$ cat config.mk
export PLATFORM = sky130hd
export DESIGN_NAME = vga_frame_fetch_flat
export DESIGN_NICKNAME = d
export VERILOG_FILES = /design/src/rtl/vga_pkg.sv /design/src/rtl/vga_frame_fetch_if.sv /design/src/rtl/vga_addr_gen.sv /design/src/rtl/vga_frame_fetch.sv /design/src/flat_wrapper.sv
export SDC_FILE = /design/constraint.sdc
export NUM_CORES = 1
export LEC_CHECK = 0
export BUFFER_PORTS_ARGS = -buffer_cell sky130_fd_sc_hd__buf_4
export CORE_ASPECT_RATIO = 1.1
export CORE_MARGIN = 3
export CORE_UTILIZATION = 45
export DETAILED_ROUTE_END_ITERATION = 10
export MAX_ROUTING_LAYER = met4
export PLACE_DENSITY = 0.77
export RECOVER_POWER = 50
export SYNTH_ARGS = -nofsm -noshare
export SYNTH_HDL_FRONTEND = slang
export SYNTH_SLANG_ARGS = --single-unit
export TNS_END_PERCENT = 10
$ cat constraint.sdc
create_clock -name clock -period 2.35 [get_ports clock]
set_input_delay 0.1175 -clock clock [delete_from_list [all_inputs] [get_ports clock]]
set_output_delay 0.1175 -clock clock [all_outputs]
set_load 0.02 [all_outputs]
$ cat src/rtl/vga_pkg.sv
// Shared VGA constants and small types used by the frame-fetch pipeline.
package vga_pkg;
  localparam int H_ACTIVE      = 640;
  localparam int V_ACTIVE      = 480;
  localparam int H_TOTAL       = 800;
  localparam int V_TOTAL       = 525;
  localparam int FETCH_LATENCY = 2;
  localparam int COLOR_W       = 4;

  typedef logic [COLOR_W-1:0] color_t;

  typedef struct packed {
    logic h_sync;
    logic v_sync;
  } sync_t;

  // Per-pixel attributes carried alongside the BRAM read for one stage.
  typedef struct packed {
    logic video_on;
    logic in_img;
    logic h_lsb;
    logic v_lsb;
  } pix_tag_t;

  // 2x2 ordered-dither offset indexed by {v[0],h[0]}.
  function automatic logic [7:0] dither_off(input logic v0, input logic h0);
    case ({v0, h0})
      2'b00:   return 8'd0;
      2'b01:   return 8'd8;
      2'b10:   return 8'd12;
      default: return 8'd4;
    endcase
  endfunction
endpackage

$ cat src/rtl/vga_frame_fetch_if.sv
// Frame-buffer read port: registered address out, 8-bit grayscale data back one clock later.
interface vga_frame_fetch_if #(parameter int ADDR_W = 14);
  logic [ADDR_W-1:0] rd_addr;
  logic [7:0]        rd_data;

  modport master (output rd_addr, input rd_data);
  modport slave  (input rd_addr, output rd_data);
endinterface

$ cat src/rtl/vga_addr_gen.sv
// Incremental frame-buffer address generator with 2^SCALE_LOG2 pixel/line replication.
module vga_addr_gen #(
  parameter int IMG_W      = 128,
  parameter int SCALE_LOG2 = 1,
  parameter int ADDR_W     = 14
) (
  input  logic              clock,
  input  logic              reset_n,
  input  logic              pix_en,
  input  logic              in_img,
  input  logic              row_end,
  input  logic              v_zero,
  output logic [ADDR_W-1:0] rd_addr
);
  localparam logic [1:0] SUB_MAX = 2'((1 << SCALE_LOG2) - 1);

  logic [1:0]        sub_x, sub_y;
  logic [ADDR_W-1:0] col, row_base;

  always_ff @(posedge clock or negedge reset_n) begin
    if (!reset_n) begin
      rd_addr  <= '0;
      sub_x    <= '0;
      sub_y    <= '0;
      col      <= '0;
      row_base <= '0;
    end else if (pix_en) begin
      if (in_img) rd_addr <= row_base + col;
      // Frame restart; skipped for in-image pixels so IMG_Y0=0 still works.
      if (v_zero && !in_img) begin
        sub_x    <= '0;
        col      <= '0;
        sub_y    <= '0;
        row_base <= '0;
      end else if (row_end) begin
        sub_x <= '0;
        col   <= '0;
        if (sub_y == SUB_MAX) begin
          sub_y    <= '0;
          row_base <= row_base + ADDR_W'(IMG_W);
        end else begin
          sub_y <= sub_y + 2'd1;
        end
      end else if (in_img) begin
        if (sub_x == SUB_MAX) begin
          sub_x <= '0;
          col   <= col + 1'b1;
        end else begin
          sub_x <= sub_x + 2'd1;
        end
      end
    end
  end
endmodule

$ cat src/rtl/vga_frame_fetch.sv
// Grayscale frame-buffer pixel source for the VGA output stage, 2 pix_en ticks of latency.
// Optional DITHER_EN: 2x2 ordered dither with saturation before truncating to 4 bits.
module vga_frame_fetch
  import vga_pkg::*;
#(
  parameter int           IMG_W      = 128,
  parameter int           IMG_H      = 128,
  parameter int           SCALE_LOG2 = 1,
  parameter int           IMG_X0     = 192,
  parameter int           IMG_Y0     = 112,
  parameter logic [COLOR_W-1:0] BG_LEVEL = 4'h2,
  parameter int           ADDR_W     = 14
) (
  input  logic               clock,
  input  logic               reset_n,
  input  logic               pix_en,
  input  logic [9:0]         h_count,
  input  logic [9:0]         v_count,
  input  logic               video_on,
  input  logic               h_sync_in,
  input  logic               v_sync_in,
  vga_frame_fetch_if.master  fb,
  output logic               h_sync,
  output logic               v_sync,
  output logic [COLOR_W-1:0] vga_r,
  output logic [COLOR_W-1:0] vga_g,
  output logic [COLOR_W-1:0] vga_b
);
  localparam logic [10:0] X_LO = 11'(IMG_X0);
  localparam logic [10:0] X_HI = 11'(IMG_X0 + (IMG_W << SCALE_LOG2));
  localparam logic [10:0] Y_LO = 11'(IMG_Y0);
  localparam logic [10:0] Y_HI = 11'(IMG_Y0 + (IMG_H << SCALE_LOG2));

  logic in_img, row_end, v_zero;
  logic [ADDR_W-1:0] addr;

  assign in_img  = video_on
                && ({1'b0, h_count} >= X_LO) && ({1'b0, h_count} < X_HI)
                && ({1'b0, v_count} >= Y_LO) && ({1'b0, v_count} < Y_HI);
  assign row_end = in_img && ({1'b0, h_count} == X_HI - 11'd1);
  assign v_zero  = (v_count == '0);

  vga_addr_gen #(
    .IMG_W      (IMG_W),
    .SCALE_LOG2 (SCALE_LOG2),
    .ADDR_W     (ADDR_W)
  ) u_addr_gen (
    .clock   (clock),
    .reset_n (reset_n),
    .pix_en  (pix_en),
    .in_img  (in_img),
    .row_end (row_end),
    .v_zero  (v_zero),
    .rd_addr (addr)
  );
  assign fb.rd_addr = addr;

  // S1 tag travels with the BRAM read; syncs ride a FETCH_LATENCY-deep shift register.
  pix_tag_t                     tag_s1;
  sync_t [FETCH_LATENCY-1:0]    sync_pipe;
  color_t                       color_q, color_d;

  always_ff @(posedge clock or negedge reset_n) begin
    if (!reset_n) begin
      tag_s1    <= '0;
      sync_pipe <= '1;
    end else if (pix_en) begin
      tag_s1    <= {video_on, in_img, h_count[0], v_count[0]};
      sync_pipe <= {sync_pipe[FETCH_LATENCY-2:0], sync_t'({h_sync_in, v_sync_in})};
    end
  end

  logic [7:0] pix;
  logic       unused;
`ifdef DITHER_EN
  logic [8:0] sum;
  assign sum    = {1'b0, fb.rd_data} + {1'b0, dither_off(tag_s1.v_lsb, tag_s1.h_lsb)};
  assign pix    = sum[8] ? 8'hFF : sum[7:0];
  assign unused = ^pix[3:0];
`else
  assign pix    = fb.rd_data;
  assign unused = ^{pix[3:0], tag_s1.h_lsb, tag_s1.v_lsb};
`endif

  always_comb begin
    color_d = '0;
    if (tag_s1.video_on) color_d = tag_s1.in_img ? pix[7:4] : BG_LEVEL;
  end

  always_ff @(posedge clock or negedge reset_n) begin
    if (!reset_n)    color_q <= '0;
    else if (pix_en) color_q <= color_d;
  end

  assign h_sync = sync_pipe[FETCH_LATENCY-1].h_sync;
  assign v_sync = sync_pipe[FETCH_LATENCY-1].v_sync;
  assign vga_r  = color_q;
  assign vga_g  = color_q;
  assign vga_b  = color_q;
endmodule
$ cat src/flat_wrapper.sv
// flat-port wrapper written by rule: the top's interface ports become plain ports
module vga_frame_fetch_flat import vga_pkg::*;
#(
  parameter int           IMG_W      = 128,
  parameter int           IMG_H      = 128,
  parameter int           SCALE_LOG2 = 1,
  parameter int           IMG_X0     = 192,
  parameter int           IMG_Y0     = 112,
  parameter logic [COLOR_W-1:0] BG_LEVEL = 4'h2,
  parameter int           ADDR_W     = 14
)
  (clock, reset_n, pix_en, h_count, v_count, video_on, h_sync_in, v_sync_in, h_sync, v_sync, vga_r, vga_g, vga_b, fb_rd_addr, fb_rd_data);
  vga_frame_fetch_if #(.ADDR_W(ADDR_W)) fb_i ();
  input  logic clock;
  input  logic reset_n;
  input  logic pix_en;
  input  logic [9:0] h_count;
  input  logic [9:0] v_count;
  input  logic video_on;
  input  logic h_sync_in;
  input  logic v_sync_in;
  output logic h_sync;
  output logic v_sync;
  output logic [COLOR_W-1:0] vga_r;
  output logic [COLOR_W-1:0] vga_g;
  output logic [COLOR_W-1:0] vga_b;
  output wire logic [$bits(fb_i.rd_addr)-1:0] fb_rd_addr;
  input wire logic [$bits(fb_i.rd_data)-1:0] fb_rd_data;
  assign fb_rd_addr = fb_i.rd_addr;
  assign fb_i.rd_data = fb_rd_data;
  vga_frame_fetch #(.IMG_W(IMG_W), .IMG_H(IMG_H), .SCALE_LOG2(SCALE_LOG2), .IMG_X0(IMG_X0), .IMG_Y0(IMG_Y0), .BG_LEVEL(BG_LEVEL), .ADDR_W(ADDR_W)) u_core (.clock(clock), .reset_n(reset_n), .pix_en(pix_en), .h_count(h_count), .v_count(v_count), .video_on(video_on), .h_sync_in(h_sync_in), .v_sync_in(v_sync_in), .fb(fb_i), .h_sync(h_sync), .v_sync(v_sync), .vga_r(vga_r), .vga_g(vga_g), .vga_b(vga_b));
endmodule
==> flow_summary.rst, run 1 <==
.. list-table::
   :header-rows: 1

   * - Metric
     - Value
   * - Number of search-and-repair iterations in the first detailed-routing pass
     - 4
   * - Minimum clock period
     - 2080 ps
   * - Clock network fraction of total power
     - 0.313
   * - Worst min-delay path class
     - in2reg
   * - Reported max-cap violation count
     - 0
   * - Synth Instances
     - 273
   * - Met1 routed wirelength after detailed routing
     - 2.57 mm
   * - Proportion of synthesized flip-flops having asynchronous set or reset
     - 1.00
   * - Number of antenna violations at the first check in global routing
     - 0
   * - Highest routed metal layer
     - met4
   * - Data arrival time at the worst-slack endpoint
     - 2330 ps
   * - Quantity of I/O buffers inserted on ports
     - 57
   * - GR Util All Layers
     - 0.193
   * - DIE HEIGHT
     - 88.1 um
   * - Average wire per standard cell
     - 15.1 um
   * - Data required time at the worst endpoint
     - 2590 ps
   * - Via count
     - 2306
   * - Final-report hold violation count
     - 0
   * - Core box area
     - 0.00584 mm2
   * - NetSw
     - 0.482 mW
   * - Synthesized Nets
     - 315
   * - Number of top-level design ports
     - 62
   * - Setup violations, final
     - 0
   * - Mean post-synth cell area
     - 10.1 um2
   * - Starting density of the core
     - 0.472
   * - Number of placed instances, taps included
     - 398
   * - Final period utilization
     - 0.886
   * - Violation count after the first detailed-route iteration
     - 169
   * - Clock buffer depth
     - 2
   * - Cell type contributing the most total cell area after synthesis
     - sky130_fd_sc_hd__dfrtp_1
   * - Worst stage delay on the critical path
     - 450 ps
   * - Wire length of the first global-routing pass
     - 10.5 mm
   * - Worst-margin pin slew
     - 1200 ps
   * - Count of antenna diodes in the layout
     - 0
   * - Met2 wire length
     - 3.11 mm
   * - Number of enable-type register cells in the synthesized netlist
     - 0
   * - Final wirelength
     - 6.16 mm
   * - Startpoint kind of the worst setup timing path
     - flop
   * - Power density cells
     - 536 mW/mm2
   * - Non-filler instance count after layout
     - 407
   * - Number of placement rows
     - 29
   * - Leakage power summed over all cells
     - 1.51 nW
   * - Number of buffers inserted during clock tree synthesis
     - 5
   * - Post-synthesis instance area
     - 0.00276 mm2
   * - Synth top cells by count
     - sky130_fd_sc_hd__dfrtp_1 (45), sky130_fd_sc_hd__nand2_1 (23), sky130_fd_sc_hd__o21ai_0 (15), sky130_fd_sc_hd__mux2_2 (14), sky130_fd_sc_hd__o31ai_1 (12)
   * - Synth top area cells
     - sky130_fd_sc_hd__dfrtp_1 (41%), sky130_fd_sc_hd__mux2_2 (5.7%), sky130_fd_sc_hd__dfstp_2 (3.8%), sky130_fd_sc_hd__ha_1 (3.6%), sky130_fd_sc_hd__o31ai_1 (3.3%)
   * - Flip-flop cell with the highest count after synthesis
     - sky130_fd_sc_hd__dfrtp_1
   * - Number of synthesized register bits
     - 49
   * - Count of antenna-violating nets left after detailed routing
     - 0
   * - Vias in the first global route
     - 2337
   * - RSZ-0062 raised after global routing
     - no
   * - Fmax achieved
     - 480 MHz
   * - Layout cells sized above 1
     - 0.282
   * - Unique masters post-synth
     - 53
   * - Area enclosed by the die boundary
     - 0.00710 mm2
   * - Post-CTS resize count
     - 0
   * - Die X-Extent
     - 80.6 um
   * - Rel. slew slack
     - 0.203
   * - Synth-to-layout area growth
     - 21.1%
   * - Logic gate share of total power
     - 0.162
   * - Number of sinks on the clock net
     - 49
   * - IR Drop Worst-Case VDD
     - 336 uV
   * - Count of warnings emitted by yosys
     - 0
   * - Met3 layer wire length in the routed design
     - 346 um
   * - Dominant cell by count in the synthesized netlist
     - sky130_fd_sc_hd__dfrtp_1
   * - Critical-path cell list
     - ha_1, a21o_1, a21oi_1, o21bai_1, a2111oi_0, a221o_1
   * - CTS tree
     - built
   * - Critical-path maximum fanout
     - 5
   * - Synth top area share
     - 0.409
   * - Slew Limit Fails
     - 0
   * - GRT overflow
     - 0
   * - Buffer type at the clock tree root
     - sky130_fd_sc_hd__clkbuf_8
   * - Sequential fraction of the synthesis area
     - 0.447
   * - Relative contribution of sequential cells to total power
     - 0.525
   * - Pint
     - 1.31 mW
   * - Final TNS setup
     - 0 ps
   * - Maximum level of the CTS H-tree
     - 2
   * - DRC Markers
     - 0
   * - Slowest cell on the critical path
     - sky130_fd_sc_hd__dfrtp_1
   * - Final HPWL DP
     - 4.60 mm
   * - Startpoint-to-endpoint class of the critical path
     - reg2reg
   * - Largest net degree at the start of global routing
     - 50
   * - Outcome
     - complete, no violations
   * - Final net count
     - 371
   * - Routability-driven placement congestion ratio
     - 0.873
   * - Ratio of routed vias to standard cells
     - 5.67
   * - Type of destination of the critical path
     - flop
   * - Clock network latency to the later pin of the worst-skew pair
     - 310 ps
   * - Final setup skew
     - 8.49 ps
   * - Reg clk slew, reported paths
     - 90 ps
   * - Switching fraction of total power
     - 0.269
path summary, 6_finish.rpt:
path	depth (start not counted)	end	slack [ps]	start
max in group asynchronous	2	u_core.u_addr_gen.row_base[11]	1040	reset_n
setup / recovery	6	u_core.u_addr_gen.rd_addr[12]	270	u_core.u_addr_gen.row_base[8]
min in group asynchronous	2	u_core.u_addr_gen.rd_addr[4]	590	reset_n
setup reg to reg	6	u_core.u_addr_gen.rd_addr[12]	270	u_core.u_addr_gen.row_base[8]
hold / removal	2	u_core.sync_pipe[0]	40	v_sync_in
hold reg to reg	2	u_core.u_addr_gen.rd_addr[11]	480	u_core.u_addr_gen.rd_addr[11]
critical path: cells and delay by family (launching register included):
| family | cells | cell delay [ps] |
|---|---|---|
| AO/OA/AOI/OAI | 5 | 1230 |
| flip-flops | 1 | 450 |
| adder cells (fa/ha/maj) | 1 | 330 |
layer usage:
metal / vias to the layer above / track usage
met1: 1092 / 0.234
met4: 0 / 0.0737
met3: 12 / 0.0350
met2: 79 / 0.319
met5: - / -
li1: 1123 / -
cell families (layout without fill, tap and decap cells):
logic type,Yosys count,after routing,share of synthesized area
compound gates,78,78,0.198
xor+xnor,7,7,0.0223
fa+ha+maj,8,8,0.0363
buf+inv,30,87,0.0554
flops,49,49,0.447
mux,19,19,0.0754
simple gates,82,82,0.166
area by class of cell:
class | count | area, um2
Inverter | 11 | 41.3
Tap cell | 77 | 96.3
Multi-Input combinational cell | 194 | 1370
Timing Repair Buffer | 68 | 492
Sequential cell | 49 | 1230
Fill cell | 495 | 2500
Clock inverter | 1 | 8.76
Clock buffer | 7 | 96.3
cell usage in the layout, fill, tap and decap left out, types with 5 or more instances in the layout:
| cell type | Yosys | routed |
|---|---|---|
| sky130_fd_sc_hd__buf_4 | 8 | 61 |
| sky130_fd_sc_hd__dfrtp_1 | 45 | 45 |
| sky130_fd_sc_hd__nand2_1 | 23 | 23 |
| sky130_fd_sc_hd__o21ai_0 | 15 | 15 |
| sky130_fd_sc_hd__mux2_2 | 14 | 14 |
| sky130_fd_sc_hd__o31ai_1 | 12 | 12 |
| sky130_fd_sc_hd__inv_1 | 11 | 11 |
| sky130_fd_sc_hd__nand3_1 | 10 | 10 |
| sky130_fd_sc_hd__a21oi_1 | 8 | 8 |
| sky130_fd_sc_hd__nor2_1 | 8 | 8 |
| sky130_fd_sc_hd__ha_1 | 8 | 8 |
| sky130_fd_sc_hd__nor4_1 | 7 | 7 |
| sky130_fd_sc_hd__clkbuf_8 | 0 | 7 |
| sky130_fd_sc_hd__o21a_1 | 6 | 6 |
| sky130_fd_sc_hd__xnor2_1 | 6 | 6 |
| sky130_fd_sc_hd__nor3_1 | 6 | 6 |
| sky130_fd_sc_hd__a21o_1 | 5 | 5 |
| sky130_fd_sc_hd__or4_1 | 5 | 5 |
| sky130_fd_sc_hd__mux2i_1 | 5 | 5 |
| sky130_fd_sc_hd__clkbuf_1 | 8 | 5 |
through the flow:
| step | power [mW] | util | cell area (um2) | hold slack (ps) | setup WS, ps |
|---|---|---|---|---|---|
| floorplan | 1.11 | - | 2760 | -178 | 503 |
| global placement | 1.24 | 0.555 | 3240 | 174 | 210 |
| detailed placement | 1.25 | 0.555 | 3240 | 176 | 133 |
| CTS | 1.81 | 0.575 | 3360 | 38.8 | 257 |
| global route | 1.87 | 0.571 | 3340 | 41.2 | 48.7 |
| finish | 1.79 | 0.571 | 3340 | 42.6 | 267 |
sequential cells by signal, indices dropped and copies added, names as in the netlist:
signal / cells
u_core.h_sync: 1
u_core.u_addr_gen.col: 14
u_core.u_addr_gen.rd_addr: 14
u_core.sync_pipe: 2
u_core.vga_b: 4
u_core.u_addr_gen.sub_y: 2
u_core.u_addr_gen.row_base: 7
u_core.u_addr_gen.sub_x: 2
u_core.tag_s1: 2
u_core.v_sync: 1
power groups by stage:
stage / clock network, mW / registers (mW) / logic [mW]
final: 0.560 / 0.939 / 0.290
after global routing: 0.604 / 0.949 / 0.320
after CTS: 0.568 / 0.941 / 0.296
after detailed placement: 0 / 0.957 / 0.294
after global placement: 0 / 0.953 / 0.287
after floorplan: 0 / 0.988 / 0.122
repair_timing:
item / CTS / global route
hold buffers: 1 / 0
endpoints found under the hold margin: 45 / 0
setup buffers: 0 / 0
No activity file was read; power rests on OpenSTA's default activity.
==> run 2: changes to the inputs <==
--- a/config.mk
+++ b/config.mk
@@ -6,12 +6,14 @@
 export NUM_CORES = 1
 export LEC_CHECK = 0
 export BUFFER_PORTS_ARGS = -buffer_cell sky130_fd_sc_hd__buf_4
+export CELL_PAD_IN_SITES_DETAIL_PLACEMENT = 1
+export CELL_PAD_IN_SITES_GLOBAL_PLACEMENT = 1
 export CORE_ASPECT_RATIO = 1.1
 export CORE_MARGIN = 3
-export CORE_UTILIZATION = 45
+export CORE_UTILIZATION = 41
 export DETAILED_ROUTE_END_ITERATION = 10
 export MAX_ROUTING_LAYER = met4
-export PLACE_DENSITY = 0.77
+export PLACE_DENSITY = 0.88
 export RECOVER_POWER = 50
 export SYNTH_ARGS = -nofsm -noshare
 export SYNTH_HDL_FRONTEND = slang
==> flow_summary.rst, run 2 (synthesis results as in run 1) <==
.. list-table::
   :header-rows: 1

   * - Metric
     - Value
   * - Outcome
     - complete, no violations
   * - Synth-to-layout area growth
     - 22.3%
   * - GRT overflow
     - 0
   * - Number of buffers inserted during clock tree synthesis
     - 5
   * - Setup violations, final
     - 0
   * - Maximum level of the CTS H-tree
     - 2
   * - Most used cells in the layout excluding fill and tap cells
     - sky130_fd_sc_hd__buf_4 (64), sky130_fd_sc_hd__dfrtp_1 (45), sky130_fd_sc_hd__nand2_1 (23)
   * - DIE HEIGHT
     - 92.0 um
   * - RSZ-0062 raised after global routing
     - no
   * - Final HPWL DP
     - 5.22 mm
   * - IR Drop Worst-Case VDD
     - 255 uV
   * - Core box area
     - 0.00634 mm2
   * - Quantity of I/O buffers inserted on ports
     - 57
   * - Final TNS setup
     - 0 ps
   * - Critical-path cell list
     - ha_1, a21o_1, a21oi_1, o21bai_1, a2111oi_1, a221o_1
   * - Wire length of the first global-routing pass
     - 12.7 mm
   * - Summed area of non-filler cells in the final layout
     - 0.00337 mm2
   * - Reg clk slew, reported paths
     - 90 ps
   * - Violation count after the first detailed-route iteration
     - 173
   * - Registers with the most flip-flops
     - u_core.u_addr_gen.col x14, u_core.u_addr_gen.rd_addr x14, u_core.u_addr_gen.row_base x7
   * - Kind of cell adding the most delay to the critical path
     - compound AO/OA/AOI/OAI gates
   * - CTS tree
     - built
   * - Slowest cell on the critical path
     - sky130_fd_sc_hd__a2111oi_1
   * - Min Hold Slack
     - 48.1 ps
   * - Number of sinks on the clock net
     - 49
   * - Vias in the first global route
     - 2566
   * - Non-filler instance count after layout
     - 412
   * - Number of placed instances, taps included
     - 404
   * - Average wire per standard cell
     - 17.3 um
   * - Number of search-and-repair iterations in the first detailed-routing pass
     - 4
   * - Ratio of routed vias to standard cells
     - 5.87
   * - Final wirelength
     - 7.13 mm
   * - Final setup skew
     - 6.94 ps
   * - Starting density of the core
     - 0.434
   * - Overall Power
     - 1.83 mW
   * - Final design utilization
     - 0.531
   * - Power density cells
     - 544 mW/mm2
   * - Type of destination of the critical path
     - flop
   * - Final-report hold violation count
     - 0
   * - GR Util All Layers
     - 0.207
   * - Combined buffer and inverter count along the critical path
     - 0
   * - Worst setup timing slack at the placement stage
     - -52.4 ps
   * - Worst min-delay path class
     - in2reg
   * - Count of antenna diodes in the layout
     - 0
   * - DRC Markers
     - 0
   * - Startpoint kind of the worst setup timing path
     - flop
   * - Largest net degree at the start of global routing
     - 50
   * - Slew Limit Fails
     - 0
   * - Number of antenna violations at the first check in global routing
     - 0
   * - Worst stage delay on the critical path
     - 510 ps
   * - Worst-margin pin slew
     - 1200 ps
   * - Critical-path maximum fanout
     - 5
   * - Number of placement rows
     - 30
   * - Most common library cell in the layout ignoring fill and taps
     - sky130_fd_sc_hd__buf_4
   * - Fmax achieved
     - 457 MHz
   * - Number of top-level design ports
     - 62
   * - Storage element area
     - 0.00123 mm2
   * - Count of antenna-violating nets left after detailed routing
     - 0
   * - Leakage power summed over all cells
     - 1.52 nW
   * - Clock buffer depth
     - 2
   * - Final net count
     - 374
   * - Final period utilization
     - 0.931
   * - Rel. slew slack
     - 0.199
   * - Footprint of the multi-input gates
     - 0.00138 mm2
   * - Buffer type at the clock tree root
     - sky130_fd_sc_hd__clkbuf_8
   * - Die X-Extent
     - 84.2 um
   * - Layout cells sized above 1
     - 0.289
   * - Fillers
     - 742
   * - Routability-driven placement congestion ratio
     - 0.876
   * - Clock network latency to the later pin of the worst-skew pair
     - 310 ps
   * - Data arrival time at the worst-slack endpoint
     - 2440 ps
   * - Post-CTS Setup Repair Bufs
     - 0
   * - Area enclosed by the die boundary
     - 0.00774 mm2
   * - Minimum clock period
     - 2190 ps
   * - Startpoint-to-endpoint class of the critical path
     - reg2reg
   * - Reported max-cap violation count
     - 0
   * - Placement Cell Area
     - 0.00327 mm2
   * - Data required time at the worst endpoint
     - 2600 ps
   * - Final setup margin
     - 163 ps
   * - Via count
     - 2417
run 2: cell types whose count changed in the layout (fill, tap and decap cells not counted), sizes merged:
| cell | before | now |
|---|---|---|
| inv | 12 | 11 |
| bufinv | 0 | 1 |
| buf | 61 | 64 |
| clkinv | 0 | 1 |
| clkbuf | 13 | 11 |
run 2: layout make-up:
class	instances	share of cell area
clock buffers	5	0.0204
clock inverters	2	0.0104
inverters	11	0.0123
multi-input cells	194	0.409
flip-flops and latches	49	0.365
well taps	80	0.0297
repair buffers	71	0.153
run 2: where the power goes:
| group | switching (mW) | total, mW | internal, mW |
|---|---|---|---|
| registers | 0.0381 | 0.940 | 0.902 |
| clock network | 0.289 | 0.599 | 0.310 |
| logic | 0.163 | 0.294 | 0.131 |
run 2: worst register-to-register path: cells and delay by family, from the launching register on:
kind,cells,cell delay [ps]
adder cells (fa/ha/maj),1,340
AO/OA/AOI/OAI,5,1330
flip-flops,1,450
run 2: per-layer routing:
metal / track usage / part of all wire
met5: - / 0
met4: 0.0657 / 0.018
met3: 0.0359 / 0.049
met2: 0.347 / 0.50
met1: 0.254 / 0.43
run 2: timing repair:
| action | in CTS | in global routing |
|---|---|---|
| hold buffers | 1 | 0 |
| resized for setup | 0 | 1 |
| hold endpoints to repair | 45 | 0 |
| endpoints found under the setup margin | 0 | 1 |
run 2: final timing paths:
check,start,end,slack [ps],cells past startpoint
setup / recovery,u_core.u_addr_gen.row_base[8],u_core.u_addr_gen.rd_addr[12],160,6
hold / removal,v_sync_in,u_core.sync_pipe[0],50,2
setup reg to reg,u_core.u_addr_gen.row_base[8],u_core.u_addr_gen.rd_addr[12],160,6
hold reg to reg,u_core.u_addr_gen.rd_addr[11],u_core.u_addr_gen.rd_addr[11],490,2
max in group asynchronous,reset_n,u_core.u_addr_gen.col[4],1040,2
min in group asynchronous,reset_n,u_core.u_addr_gen.rd_addr[0],580,2
